`src/rtl/riscv_rvfi_pkg.sv`:
```
// Shared types and helpers for the RVFI retirement monitor.
//   err_code_e  : failure codes reported on err_code, lower value = higher priority
//   mon_state_e : monitor FSM states
//   mask_legal  : byte-mask legality plus address alignment for that mask width
package riscv_rvfi_pkg;

    typedef enum logic [3:0] {
        ERR_NONE    = 4'd0,
        ERR_ORDER   = 4'd1,
        ERR_PC      = 4'd2,
        ERR_X0      = 4'd3,
        ERR_RS1     = 4'd4,
        ERR_RS2     = 4'd5,
        ERR_MASK    = 4'd6,
        ERR_HALT    = 4'd7,
        ERR_TIMEOUT = 4'd8
    } err_code_e;

    typedef enum logic [1:0] {
        ST_RUN    = 2'd0,
        ST_HALTED = 2'd1,
        ST_FAIL   = 2'd2
    } mon_state_e;

    // Byte, aligned halfword or aligned word accesses only; an empty mask is
    // "no access" and always legal.
    function automatic logic mask_legal(input logic [3:0] mask, input logic [1:0] addr_lsb);
        case (mask)
            4'b0000, 4'b0001, 4'b0010, 4'b0100, 4'b1000: return 1'b1;
            4'b0011, 4'b1100:                            return ~addr_lsb[0];
            4'b1111:                                     return addr_lsb == 2'b00;
            default:                                     return 1'b0;
        endcase
    endfunction

endpackage

```
`src/rtl/rvfi_monitor_if.sv`:
```
// RVFI retirement bundle. The hart drives it through the master modport,
// the monitor observes it through the slave modport.
interface rvfi_monitor_if #(
    parameter int XLEN = 32
);
    logic            rvfi_valid;
    logic [63:0]     rvfi_order;
    logic [31:0]     rvfi_insn;
    logic            rvfi_trap;
    logic            rvfi_halt;
    logic            rvfi_intr;
    logic [4:0]      rvfi_rs1_addr;
    logic [4:0]      rvfi_rs2_addr;
    logic [4:0]      rvfi_rd_addr;
    logic [XLEN-1:0] rvfi_rs1_rdata;
    logic [XLEN-1:0] rvfi_rs2_rdata;
    logic [XLEN-1:0] rvfi_rd_wdata;
    logic [XLEN-1:0] rvfi_pc_rdata;
    logic [XLEN-1:0] rvfi_pc_wdata;
    logic [XLEN-1:0] rvfi_mem_addr;
    logic [3:0]      rvfi_mem_rmask;
    logic [3:0]      rvfi_mem_wmask;

    modport master (
        output rvfi_valid, rvfi_order, rvfi_insn, rvfi_trap, rvfi_halt, rvfi_intr,
               rvfi_rs1_addr, rvfi_rs2_addr, rvfi_rd_addr,
               rvfi_rs1_rdata, rvfi_rs2_rdata, rvfi_rd_wdata,
               rvfi_pc_rdata, rvfi_pc_wdata, rvfi_mem_addr,
               rvfi_mem_rmask, rvfi_mem_wmask
    );

    modport slave (
        input  rvfi_valid, rvfi_order, rvfi_insn, rvfi_trap, rvfi_halt, rvfi_intr,
               rvfi_rs1_addr, rvfi_rs2_addr, rvfi_rd_addr,
               rvfi_rs1_rdata, rvfi_rs2_rdata, rvfi_rd_wdata,
               rvfi_pc_rdata, rvfi_pc_wdata, rvfi_mem_addr,
               rvfi_mem_rmask, rvfi_mem_wmask
    );
endinterface

```
`src/rtl/rvfi_shadow_regfile.sv`:
```
// Shadow copy of the architectural integer registers built from retired rd
// writes. Two combinational read ports, one write port.
//   clk, rst           : clock, synchronous active-high reset (valid bits only)
//   we, waddr, wdata   : write port
//   raddr_a/b          : read addresses
//   rdata_a/b          : stored values
//   rvalid_a/b         : entry has been written since reset (x0 never valid)
module rvfi_shadow_regfile #(
    parameter int XLEN = 32
) (
    input  logic            clk,
    input  logic            rst,
    input  logic            we,
    input  logic [4:0]      waddr,
    input  logic [XLEN-1:0] wdata,
    input  logic [4:0]      raddr_a,
    output logic [XLEN-1:0] rdata_a,
    output logic            rvalid_a,
    input  logic [4:0]      raddr_b,
    output logic [XLEN-1:0] rdata_b,
    output logic            rvalid_b
);
    logic [XLEN-1:0] regs_q [32];
    logic [31:0]     vld_q;

    always_ff @(posedge clk) begin
        if (rst) begin
            vld_q <= '0;
        end else if (we && waddr != 5'd0) begin
            vld_q[waddr] <= 1'b1;
        end
    end

    // Contents need no reset: the valid bits gate every use.
    always_ff @(posedge clk) begin
        if (we && waddr != 5'd0) begin
            regs_q[waddr] <= wdata;
        end
    end

    assign rdata_a  = regs_q[raddr_a];
    assign rvalid_a = vld_q[raddr_a] && (raddr_a != 5'd0);
    assign rdata_b  = regs_q[raddr_b];
    assign rvalid_b = vld_q[raddr_b] && (raddr_b != 5'd0);
endmodule

```
`src/rtl/rvfi_monitor.sv`:
```
// RVFI retirement monitor: checks order sequence, PC chaining, the x0 rule,
// rs1/rs2 coherence with a shadow register file, memory mask legality,
// halt behaviour and liveness. The first failure is latched and sticky.
//   clk, rst   : clock, synchronous active-high reset
//   rvfi       : retirement bundle (slave modport)
//   err        : any check failed (sticky)
//   err_code   : code of the first failure, 0 = none
//   err_order  : rvfi_order of the failing beat (next expected order on timeout)
//   retired    : error-free beats accepted while running
//   halted     : a clean halt beat has been seen
module rvfi_monitor
    import riscv_rvfi_pkg::*;
#(
    parameter int XLEN       = 32,
    parameter int TIMEOUT    = 1024,
    parameter bit CHECK_REGS = 1'b1
) (
    input  logic                clk,
    input  logic                rst,
    rvfi_monitor_if.slave       rvfi,
    output logic                err,
    output logic [3:0]          err_code,
    output logic [63:0]         err_order,
    output logic [63:0]         retired,
    output logic                halted
);
    localparam int TMO_W = (TIMEOUT < 2) ? 1 : $clog2(TIMEOUT + 1);

    mon_state_e      state_q, state_d;
    logic [63:0]     exp_order_q;
    logic [XLEN-1:0] last_pc_q;
    logic            pc_armed_q;
    logic [TMO_W-1:0] tmo_cnt_q;

    err_code_e       beat_code_p0, cycle_code_p0;
    logic            beat_ok_p0, tmo_hit_p0, mask_bad_p0, rs1_bad_p0, rs2_bad_p0;
    logic [XLEN-1:0] rs1_sh_data, rs2_sh_data;
    logic            rs1_sh_vld, rs2_sh_vld;
    logic            unused_bits;

    assign unused_bits = ^{rvfi.rvfi_insn, rvfi.rvfi_intr, rvfi.rvfi_mem_addr[XLEN-1:2]};

    rvfi_shadow_regfile #(.XLEN(XLEN)) u_shadow (
        .clk      (clk),
        .rst      (rst),
        .we       (beat_ok_p0 && !rvfi.rvfi_trap),
        .waddr    (rvfi.rvfi_rd_addr),
        .wdata    (rvfi.rvfi_rd_wdata),
        .raddr_a  (rvfi.rvfi_rs1_addr),
        .rdata_a  (rs1_sh_data),
        .rvalid_a (rs1_sh_vld),
        .raddr_b  (rvfi.rvfi_rs2_addr),
        .rdata_b  (rs2_sh_data),
        .rvalid_b (rs2_sh_vld)
    );

    // ---- stage p0: classify the current beat ----
    // The shadow is read before this beat's write lands, so rs compares see
    // the pre-update value even when rd == rs.
    always_comb begin
        mask_bad_p0 = !mask_legal(rvfi.rvfi_mem_rmask, rvfi.rvfi_mem_addr[1:0]) ||
                      !mask_legal(rvfi.rvfi_mem_wmask, rvfi.rvfi_mem_addr[1:0]);
        rs1_bad_p0  = CHECK_REGS && rs1_sh_vld && (rvfi.rvfi_rs1_rdata != rs1_sh_data);
        rs2_bad_p0  = CHECK_REGS && rs2_sh_vld && (rvfi.rvfi_rs2_rdata != rs2_sh_data);
        tmo_hit_p0  = (TIMEOUT != 0) && (tmo_cnt_q == TMO_W'(TIMEOUT - 1));

        beat_code_p0 = ERR_NONE;
        if (rvfi.rvfi_order != exp_order_q) begin
            beat_code_p0 = ERR_ORDER;
        end else if (pc_armed_q && rvfi.rvfi_pc_rdata != last_pc_q) begin
            beat_code_p0 = ERR_PC;
        end else if (!rvfi.rvfi_trap) begin
            if (rvfi.rvfi_rd_addr == 5'd0 && rvfi.rvfi_rd_wdata != '0) begin
                beat_code_p0 = ERR_X0;
            end else if (rs1_bad_p0) begin
                beat_code_p0 = ERR_RS1;
            end else if (rs2_bad_p0) begin
                beat_code_p0 = ERR_RS2;
            end else if (mask_bad_p0) begin
                beat_code_p0 = ERR_MASK;
            end
        end
    end

    // FSM output logic: what this cycle reports, and whether the beat is accepted.
    always_comb begin
        cycle_code_p0 = ERR_NONE;
        beat_ok_p0    = 1'b0;
        case (state_q)
            ST_RUN: begin
                if (rvfi.rvfi_valid) begin
                    cycle_code_p0 = beat_code_p0;
                    beat_ok_p0    = (beat_code_p0 == ERR_NONE);
                end else if (tmo_hit_p0) begin
                    cycle_code_p0 = ERR_TIMEOUT;
                end
            end
            ST_HALTED: begin
                if (rvfi.rvfi_valid) begin
                    cycle_code_p0 = ERR_HALT;
                end
            end
            default: ;
        endcase
    end

    // FSM next-state logic; FAIL holds until reset.
    always_comb begin
        state_d = state_q;
        case (state_q)
            ST_RUN: begin
                if (cycle_code_p0 != ERR_NONE) begin
                    state_d = ST_FAIL;
                end else if (beat_ok_p0 && rvfi.rvfi_halt) begin
                    state_d = ST_HALTED;
                end
            end
            ST_HALTED: begin
                if (cycle_code_p0 != ERR_NONE) begin
                    state_d = ST_FAIL;
                end
            end
            default: ;
        endcase
    end

    // ---- stage p1: registered state and reports ----
    always_ff @(posedge clk) begin
        if (rst) begin
            state_q     <= ST_RUN;
            exp_order_q <= '0;
            pc_armed_q  <= 1'b0;
            tmo_cnt_q   <= '0;
            err         <= 1'b0;
            err_code    <= 4'd0;
            err_order   <= '0;
            retired     <= '0;
            halted      <= 1'b0;
        end else begin
            state_q <= state_d;
            if (cycle_code_p0 != ERR_NONE) begin
                err       <= 1'b1;
                err_code  <= cycle_code_p0;
                err_order <= rvfi.rvfi_valid ? rvfi.rvfi_order : exp_order_q;
            end
            if (beat_ok_p0) begin
                exp_order_q <= rvfi.rvfi_order + 64'd1;
                pc_armed_q  <= 1'b1;
                retired     <= retired + 64'd1;
                if (rvfi.rvfi_halt) begin
                    halted <= 1'b1;
                end
            end
            // Liveness only counts while running; saturates at TIMEOUT.
            if (state_q == ST_RUN) begin
                if (rvfi.rvfi_valid) begin
                    tmo_cnt_q <= '0;
                end else if (tmo_cnt_q != TMO_W'(TIMEOUT)) begin
                    tmo_cnt_q <= tmo_cnt_q + 1'b1;
                end
            end
        end
    end

    // PC of the last accepted beat; only meaningful once the chain is armed.
    always_ff @(posedge clk) begin
        if (beat_ok_p0) begin
            last_pc_q <= rvfi.rvfi_pc_wdata;
        end
    end
endmodule

```
`src/flat_wrapper.sv`:
```
// flat-port wrapper written by rule: the top's interface ports become plain ports
module rvfi_monitor_flat import riscv_rvfi_pkg::*;
#(
    parameter int XLEN       = 32,
    parameter int TIMEOUT    = 1024,
    parameter bit CHECK_REGS = 1'b1
)
  (clk, rst, err, err_code, err_order, retired, halted, rvfi_rvfi_valid, rvfi_rvfi_order, rvfi_rvfi_insn, rvfi_rvfi_trap, rvfi_rvfi_halt, rvfi_rvfi_intr, rvfi_rvfi_rs1_addr, rvfi_rvfi_rs2_addr, rvfi_rvfi_rd_addr, rvfi_rvfi_rs1_rdata, rvfi_rvfi_rs2_rdata, rvfi_rvfi_rd_wdata, rvfi_rvfi_pc_rdata, rvfi_rvfi_pc_wdata, rvfi_rvfi_mem_addr, rvfi_rvfi_mem_rmask, rvfi_rvfi_mem_wmask);
  rvfi_monitor_if #(.XLEN(XLEN)) rvfi_i ();
  input  logic clk;
  input  logic rst;
  output logic err;
  output logic [3:0] err_code;
  output logic [63:0] err_order;
  output logic [63:0] retired;
  output logic halted;
  input wire logic [$bits(rvfi_i.rvfi_valid)-1:0] rvfi_rvfi_valid;
  input wire logic [$bits(rvfi_i.rvfi_order)-1:0] rvfi_rvfi_order;
  input wire logic [$bits(rvfi_i.rvfi_insn)-1:0] rvfi_rvfi_insn;
  input wire logic [$bits(rvfi_i.rvfi_trap)-1:0] rvfi_rvfi_trap;
  input wire logic [$bits(rvfi_i.rvfi_halt)-1:0] rvfi_rvfi_halt;
  input wire logic [$bits(rvfi_i.rvfi_intr)-1:0] rvfi_rvfi_intr;
  input wire logic [$bits(rvfi_i.rvfi_rs1_addr)-1:0] rvfi_rvfi_rs1_addr;
  input wire logic [$bits(rvfi_i.rvfi_rs2_addr)-1:0] rvfi_rvfi_rs2_addr;
  input wire logic [$bits(rvfi_i.rvfi_rd_addr)-1:0] rvfi_rvfi_rd_addr;
  input wire logic [$bits(rvfi_i.rvfi_rs1_rdata)-1:0] rvfi_rvfi_rs1_rdata;
  input wire logic [$bits(rvfi_i.rvfi_rs2_rdata)-1:0] rvfi_rvfi_rs2_rdata;
  input wire logic [$bits(rvfi_i.rvfi_rd_wdata)-1:0] rvfi_rvfi_rd_wdata;
  input wire logic [$bits(rvfi_i.rvfi_pc_rdata)-1:0] rvfi_rvfi_pc_rdata;
  input wire logic [$bits(rvfi_i.rvfi_pc_wdata)-1:0] rvfi_rvfi_pc_wdata;
  input wire logic [$bits(rvfi_i.rvfi_mem_addr)-1:0] rvfi_rvfi_mem_addr;
  input wire logic [$bits(rvfi_i.rvfi_mem_rmask)-1:0] rvfi_rvfi_mem_rmask;
  input wire logic [$bits(rvfi_i.rvfi_mem_wmask)-1:0] rvfi_rvfi_mem_wmask;
  assign rvfi_i.rvfi_valid = rvfi_rvfi_valid;
  assign rvfi_i.rvfi_order = rvfi_rvfi_order;
  assign rvfi_i.rvfi_insn = rvfi_rvfi_insn;
  assign rvfi_i.rvfi_trap = rvfi_rvfi_trap;
  assign rvfi_i.rvfi_halt = rvfi_rvfi_halt;
  assign rvfi_i.rvfi_intr = rvfi_rvfi_intr;
  assign rvfi_i.rvfi_rs1_addr = rvfi_rvfi_rs1_addr;
  assign rvfi_i.rvfi_rs2_addr = rvfi_rvfi_rs2_addr;
  assign rvfi_i.rvfi_rd_addr = rvfi_rvfi_rd_addr;
  assign rvfi_i.rvfi_rs1_rdata = rvfi_rvfi_rs1_rdata;
  assign rvfi_i.rvfi_rs2_rdata = rvfi_rvfi_rs2_rdata;
  assign rvfi_i.rvfi_rd_wdata = rvfi_rvfi_rd_wdata;
  assign rvfi_i.rvfi_pc_rdata = rvfi_rvfi_pc_rdata;
  assign rvfi_i.rvfi_pc_wdata = rvfi_rvfi_pc_wdata;
  assign rvfi_i.rvfi_mem_addr = rvfi_rvfi_mem_addr;
  assign rvfi_i.rvfi_mem_rmask = rvfi_rvfi_mem_rmask;
  assign rvfi_i.rvfi_mem_wmask = rvfi_rvfi_mem_wmask;
  rvfi_monitor #(.XLEN(XLEN), .TIMEOUT(TIMEOUT), .CHECK_REGS(CHECK_REGS)) u_core (.clk(clk), .rst(rst), .rvfi(rvfi_i), .err(err), .err_code(err_code), .err_order(err_order), .retired(retired), .halted(halted));
endmodule
```
`config.mk`:
```
export PLATFORM = sky130hd
export DESIGN_NAME = rvfi_monitor_flat
export DESIGN_NICKNAME = d
export VERILOG_FILES = /design/src/rtl/riscv_rvfi_pkg.sv /design/src/rtl/rvfi_monitor_if.sv /design/src/rtl/rvfi_shadow_regfile.sv /design/src/rtl/rvfi_monitor.sv /design/src/flat_wrapper.sv
export SDC_FILE = /design/constraint.sdc
export NUM_CORES = 2
export LEC_CHECK = 0
export ABC_AREA = 1
export CELL_PAD_IN_SITES_DETAIL_PLACEMENT = 0
export CELL_PAD_IN_SITES_GLOBAL_PLACEMENT = 1
export CORE_ASPECT_RATIO = 1.25
export CORE_MARGIN = 3
export CORE_UTILIZATION = 37
export CTS_BUF_LIST = sky130_fd_sc_hd__clkbuf_2 sky130_fd_sc_hd__clkbuf_4 sky130_fd_sc_hd__clkbuf_8
export DETAILED_ROUTE_END_ITERATION = 10
export PLACE_DENSITY = 0.78
export REMOVE_ABC_BUFFERS = 1
export SLEW_MARGIN = 20
export SYNTH_ARGS = -nofsm -noshare
export SYNTH_HDL_FRONTEND = slang
export SYNTH_SLANG_ARGS = --single-unit
export TNS_END_PERCENT = 50
```
`constraint.sdc`:
```
create_clock -name clk -period 5.6 [get_ports clk]
set_input_delay 1.4 -clock clk [delete_from_list [all_inputs] [get_ports clk]]
set_output_delay 1.4 -clock clk [all_outputs]
set_load 0.01 [all_outputs]
```
Word level (Yosys, flattened, before mapping) --
Memories as Yosys holds them, arrays and structs flattened. Index checks and enable logic that the tools add are counted.
Cells by class: reduce and logical (&&, ||, !) cells 34, $lt $le $gt $ge 4, add/sub/neg operators 3, equality and inequality tests 23, mux-type cells 30, bitwise logic cells 2
Operators with widths (number):
- adder 64 x 1 -> 64 bit, second input constant | 2
- inequality test 32 bit | 3
- 2-to-1 mux 64 bit | 1
- inequality test 64 bit | 1
- 2-to-1 mux 4 bit | 8
- OR 32 bit | 1
- nonzero test 32 bit | 1
- equality test 4 bit, second input constant | 6
- 2-to-1 mux 11 bit | 2
- less-than comparator 5 x 6 -> 1 bit, second input constant | 3
- equality test 4 x 2 -> 1 bit, second input constant | 4
- nonzero test 5 bit | 3
- logical NOT 4 bit | 3
- adder 11 x 1 -> 11 bit, second input constant | 1
- equality test 11 x 10 -> 1 bit, second input constant | 1
- inequality test 11 bit, second input constant | 1
- binary-select mux 1 bit (select 5 bit) | 2
- logical AND 1 bit | 10
- OR reduction 5 bit | 2
- equality test 4 x 1 -> 1 bit, second input constant | 2
- equality test 4 x 3 -> 1 bit, second input constant | 2
- case mux 4 bit (2 select lines) | 1
- 2-to-1 mux 1 bit | 7
- 2-to-1 mux 2 bit | 3
- other kinds (18) | 26
Storage, ports and cells: input port bits 317, memories kept 1, output and inout bits 134, memory bits (writable) 1024, bits in registers 276, logic and storage cells 108
Memory list:
- u_core.u_shadow.regs_q | depth 32, bits a word 32, read ports 2, clocked after Yosys merged registers in 0, write ports 1, line rvfi_shadow_regfile.sv:23 | logic [XLEN-1:0] regs_q [32];

Longest topological paths before layout --
word-level depth 19, gate-level depth with buffers 34, mapped depth without buffers 29

By module --
From an unflattened synthesis, not the netlist that was laid out.
Second synthesis, totals: cells, all modules 9825, area total of the unflattened synthesis 73391.6 µm²
Modules (own cells, without submodules):
- rvfi_shadow_regfile | cells an instance 7384, times used 1, sequential area each 31390.1 µm², area an instance 57686.6 µm²
- rvfi_monitor | cells an instance 2441, times used 1, sequential area each 5205.0 µm², area an instance 15705.1 µm²

Worst setup path before layout --
OpenSTA, ideal clock, no wires.
path type input -> register, start input port rvfi_rvfi_rs1_addr[0], end memory u_core.u_shadow.regs_q[10][0], enable pin, stages on the path 27, data arrival time 4.520 ns, path slack 0.693 ns, setup time 0.387 ns, cells stage by stage buf_2 -> buf_6 -> buf_6 -> buf_6 -> buf_4 -> o211ai_1 -> nand3_1 -> nand3_1 -> nand2_1 -> nand2_1 -> nand2_1 -> nand2_1 -> nand2_1 -> nor2_1 -> nand2_1 -> nor2_1 -> nand2_1 -> nand2_2 -> nand3_2 -> nand2_2 -> nand2_1 -> nor2_4 -> nand2_4 -> nor2_2 -> buf_4 -> nand3_1 -> inv_1
Between the ends: word-level cells in the longest chain between the ends 16
Ends and longest elaborated chain:
- start, declared | line flat_wrapper.sv:23 | input wire logic [$bits(rvfi_i.rvfi_rs1_addr)-1:0] rvfi_rvfi_rs1_addr;
- branches (longest 3 deep; another with memory (32 x 32 bit))
- logical AND 1 bit * | line rvfi_monitor.sv:63 | rs1_bad_p0 = CHECK_REGS && rs1_sh_vld && (rvfi.rvfi_rs1_rdata != rs1_sh_data);
- 2-to-1 mux 4 bit * | line rvfi_monitor.sv:75 | end else if (rs1_bad_p0) begin
- 2-to-1 mux 4 bit * | line rvfi_monitor.sv:73 | if (rvfi.rvfi_rd_addr == 5'd0 && rvfi.rvfi_rd_wdata != '0) begin
- 2-to-1 mux 4 bit * | line rvfi_monitor.sv:72 | end else if (!rvfi.rvfi_trap) begin
- 2-to-1 mux 4 bit * | line rvfi_monitor.sv:70 | end else if (pc_armed_q && rvfi.rvfi_pc_rdata != last_pc_q) begin
- 2-to-1 mux 4 bit * | line rvfi_monitor.sv:68 | if (rvfi.rvfi_order != exp_order_q) begin
- logical NOT 4 bit * | line rvfi_monitor.sv:93 | beat_ok_p0 = (beat_code_p0 == ERR_NONE);
- 2-to-1 mux 1 bit * | line rvfi_monitor.sv:91 | if (rvfi.rvfi_valid) begin
- 2-to-1 mux 1 bit * | line rvfi_monitor.sv:89 | case (state_q)
- logical AND 1 bit * | line rvfi_monitor.sv:46 | .we (beat_ok_p0 && !rvfi.rvfi_trap),
- logical AND 1 bit * | line rvfi_shadow_regfile.sv:36 | if (we && waddr != 5'd0) begin
- 2-to-1 mux 1 bit * | line rvfi_shadow_regfile.sv:36
- 2-to-1 mux 1 bit (implied by the code) * | line rvfi_shadow_regfile.sv:37 | regs_q[waddr] <= wdata;
- end, declared | line rvfi_shadow_regfile.sv:23
Every way passes the cells marked *. The select of a mux whose other input is x is not followed.

Worst setup path in the final report --
start input port rvfi_rvfi_rs2_addr[0], end memory u_core.u_shadow.regs_q[10][2], enable pin
Between the ends: word-level cells in the longest chain between the ends 17
Ends and longest elaborated chain:
- start, declared | line flat_wrapper.sv:24 | input wire logic [$bits(rvfi_i.rvfi_rs2_addr)-1:0] rvfi_rvfi_rs2_addr;
- branches (longest 3 deep; another with memory (32 x 32 bit))
- logical AND 1 bit * | line rvfi_monitor.sv:64 | rs2_bad_p0 = CHECK_REGS && rs2_sh_vld && (rvfi.rvfi_rs2_rdata != rs2_sh_data);
- 2-to-1 mux 4 bit * | line rvfi_monitor.sv:77 | end else if (rs2_bad_p0) begin
- 2-to-1 mux 4 bit * | line rvfi_monitor.sv:75
- 2-to-1 mux 4 bit * | line rvfi_monitor.sv:73
- 2-to-1 mux 4 bit * | line rvfi_monitor.sv:72
- 2-to-1 mux 4 bit * | line rvfi_monitor.sv:70
- 2-to-1 mux 4 bit * | line rvfi_monitor.sv:68
- logical NOT 4 bit * | line rvfi_monitor.sv:93
- 2-to-1 mux 1 bit * | line rvfi_monitor.sv:91
- 2-to-1 mux 1 bit * | line rvfi_monitor.sv:89
- logical AND 1 bit * | line rvfi_monitor.sv:46
- logical AND 1 bit * | line rvfi_shadow_regfile.sv:36
- 2-to-1 mux 1 bit * | line rvfi_shadow_regfile.sv:36
- 2-to-1 mux 1 bit (implied by the code) * | line rvfi_shadow_regfile.sv:37
Marks and branches as above.

==> flow_summary.yaml <==
clock_network:
  cts.sinks: 1300
  h-tree-depth: 4
  cts_buffers: 215
  path_clk_slew_ps: 60
  ctsHoldBuffers: 0
  cts_tree: "done"
  clk_latency_ps: 1010
  cts_resized: 0
  postCtsSetupBuffers: 0
  clock-root-buffer: "clkbuf_8"
  clockBufferDepth: 3
critical_path:
  worst_path_max_delay_cell: "buf_12"
  critPathMostFrequentCell: "nand2_1"
  startpoint_type: "primary input"
  end_kind: "register"
  cp_max_fo: 35
  crit_required_ps: 6200
  worst-setup-path-type: "primary input to register"
  cp_slowest_stage_delay_ps: 250
  crit_arrival_ps: 5620
floorplanning:
  fp-row-count: 177
  start_util_pct: 37.3
  dieHeight_um: 491
  coreArea_um2: 186000
  fp.dieW_um: 394
  die_area_um2: 193000
  io_pins: 451
timing:
  tns_ps: 0
  fmax_mhz: 199
  grt_setup_unrepaired: "no"
  fin_crit_sh_pct: 89.5
  fin_skew_ps: 78.8
  min_period_ps: 5010
  maxSlewHeadroom_pct: 27.0
  finalSetupViolCount: 0
  report.final.slew_viol_count: 0
  hold_violations: 0
  worst_slew_pin_slew_ps: 1090
  hold_slack_ps: 458
synthesis:
  synth-edff-count: 1056
  ys_ff_latch: 1300
  synth_ff_type: "edfxtp_1"
  avgSynthCellArea_um2: 8.16
  ys_top_cells_by_area: "edfxtp_1 46%, nand2_1 12%, dfxtp_1 7.0%, nand3_1 5.6%, inv_1 5.6%"
  ys_seq_area_share_pct: 52.6
  yosysTopAreaCell: "edfxtp_1"
  yosysWarnings: 0
  yosysTopAreaCellShare_pct: 45.6
  syn-instance-count: 8527
  synth_area_um2: 69500
  synthArstFlopShare_pct: 0
  synth_cell_types: 53
finish:
  fin_util_pct: 45.6
  nNetsFinal: 9506
  fin_area_um2: 85000
  drive_gt1_share_pct: 10.3
  mostFrequentLayoutCell: "nand2_1"
  fillers: 18100
  final_cell_mix: "2,200 x nand2_1, 1,056 x edfxtp_1, 1,008 x inv_1, 784 x nand3_1, 757 x nor2_1"
  area_growth_pct: 22.2
grt:
  antenna_found_initial: 29
  grtUsageTotal_pct: 27.2
  grt_pass1_vias: 61300
  overflow: 0
  grt_pass1_wl_um: 395000
  grt_max_degree: 88
placed_design:
  portBuffers: 387
  dpl-instance-area_um2: 80600
  place_hpwl_um: 188000
  gp_congestion: 0.929
flow_run:
  cap_viol_max_count: 0
drt:
  routed_wl_um: 272000
  viasPerCell: 5.40
  drtPass1Iterations: 8
  initialDrtViolationCount: 6463
  vias: 64200
  drcViolationCount: 0
  antenna_left: 0
  post_drt_wl_per_cell_um: 22.9
power:
  p_per_area_nw_per_um2: 259
  ir_drop_v: 0.000236
  power.total_mw: 22.0
  p_leak_nw: 34.2
outcome:
  outcome: "completed"
hold_path:
  hold_class: "register to register"
state kept, by name, summed over array words and instances, names as in the netlist:
register,cells
u_core.err,1
u_core.pc_armed_q,1
u_core.u_shadow.regs_q,1024
u_core.tmo_cnt_q,11
u_core.err_order,64
u_core.last_pc_q,32
u_core.exp_order_q,64
u_core.halted,1
u_core.err_code,4
u_core.u_shadow.vld_q,32
u_core.retired,64
u_core.state_q,2
synthesized netlist by cell type, types with 55 or more instances:
library cell and n:
nand2_1 2202, clkbuf_1 193, nand4_1 56, inv_1 1043, xor2_1 105, a21oi_1 531, o21ai_0 484, o211ai_1 405
dfxtp_1 244, edfxtp_1 1056, nor4_1 55, nor2_1 759, nand3_1 784, nor3_1 88, o21ai_1 59, buf_2 235
cell families after synthesis:
kind of cell / count (synthesis) / share of synthesized area (%)
compound gates: 1523 / 12.6
xor+xnor: 136 / 1.71
fa+ha+maj: 4 / 0.0720
buf+inv: 1558 / 9.07
flops: 1300 / 52.6
other cells: 1 / 0.00539
simple gates: 4005 / 23.9
path summary, 6_finish.rpt:
kind,from,to,slack (ps),cells past startpoint
worst max-delay path,rvfi_rvfi_rs2_addr[0],u_core.u_shadow.regs_q[10][2],590,31
worst min-delay path,u_core.u_shadow.vld_q[0],u_core.u_shadow.vld_q[0],460,2
worst max register to register,u_core.u_shadow.regs_q[19][26],u_core.u_shadow.regs_q[10][2],1230,29
worst min register to register,u_core.u_shadow.vld_q[0],u_core.u_shadow.vld_q[0],460,2
layout make-up:
cell class | count | area (um2) | share of cell area (%)
antenna | 11 | 27.5 | 0.0324
clock inverter | 100 | 785 | 0.923
multi-input combinational | 5700 | 26800 | 31.5
sequential | 1300 | 36600 | 43.1
clock buffer | 287 | 3600 | 4.24
timing repair buffer | 913 | 10100 | 11.8
inverter | 1055 | 3990 | 4.69
tap | 2506 | 3140 | 3.69
report_power, final:
part / internal, mW / total, mW / switching (mW)
Combinational: 0.995 / 2.73 / 1.74
Clock: 4.65 / 8.78 / 4.13
Sequential: 10.5 / 10.5 / 0.0337
Total: 16.1 / 22.0 / 5.90
routing by layer:
layer	wire length, um	track usage (%)	vias to the layer above
li1	-	-	29900
met1	104000	33.0	30300
met2	127000	45.2	3208
met3	25300	6.20	789
met4	15500	14.0	24
met5	170	0	-
critical path, delay by kind of cell:
kind / cells / cell delay [ps]
simple gates: 23 / 2390
buf+inv: 8 / 1650
metrics by stage:
stage / setup WS (ps) / instances
finish: 586 / 11900
global route: 430 / 11900
CTS: 786 / 11900
detailed placement: -277 / 11500
global placement: -227 / 11500
floorplan: -2430 / 8055
Note: power is estimated with default switching activity, not from simulation.
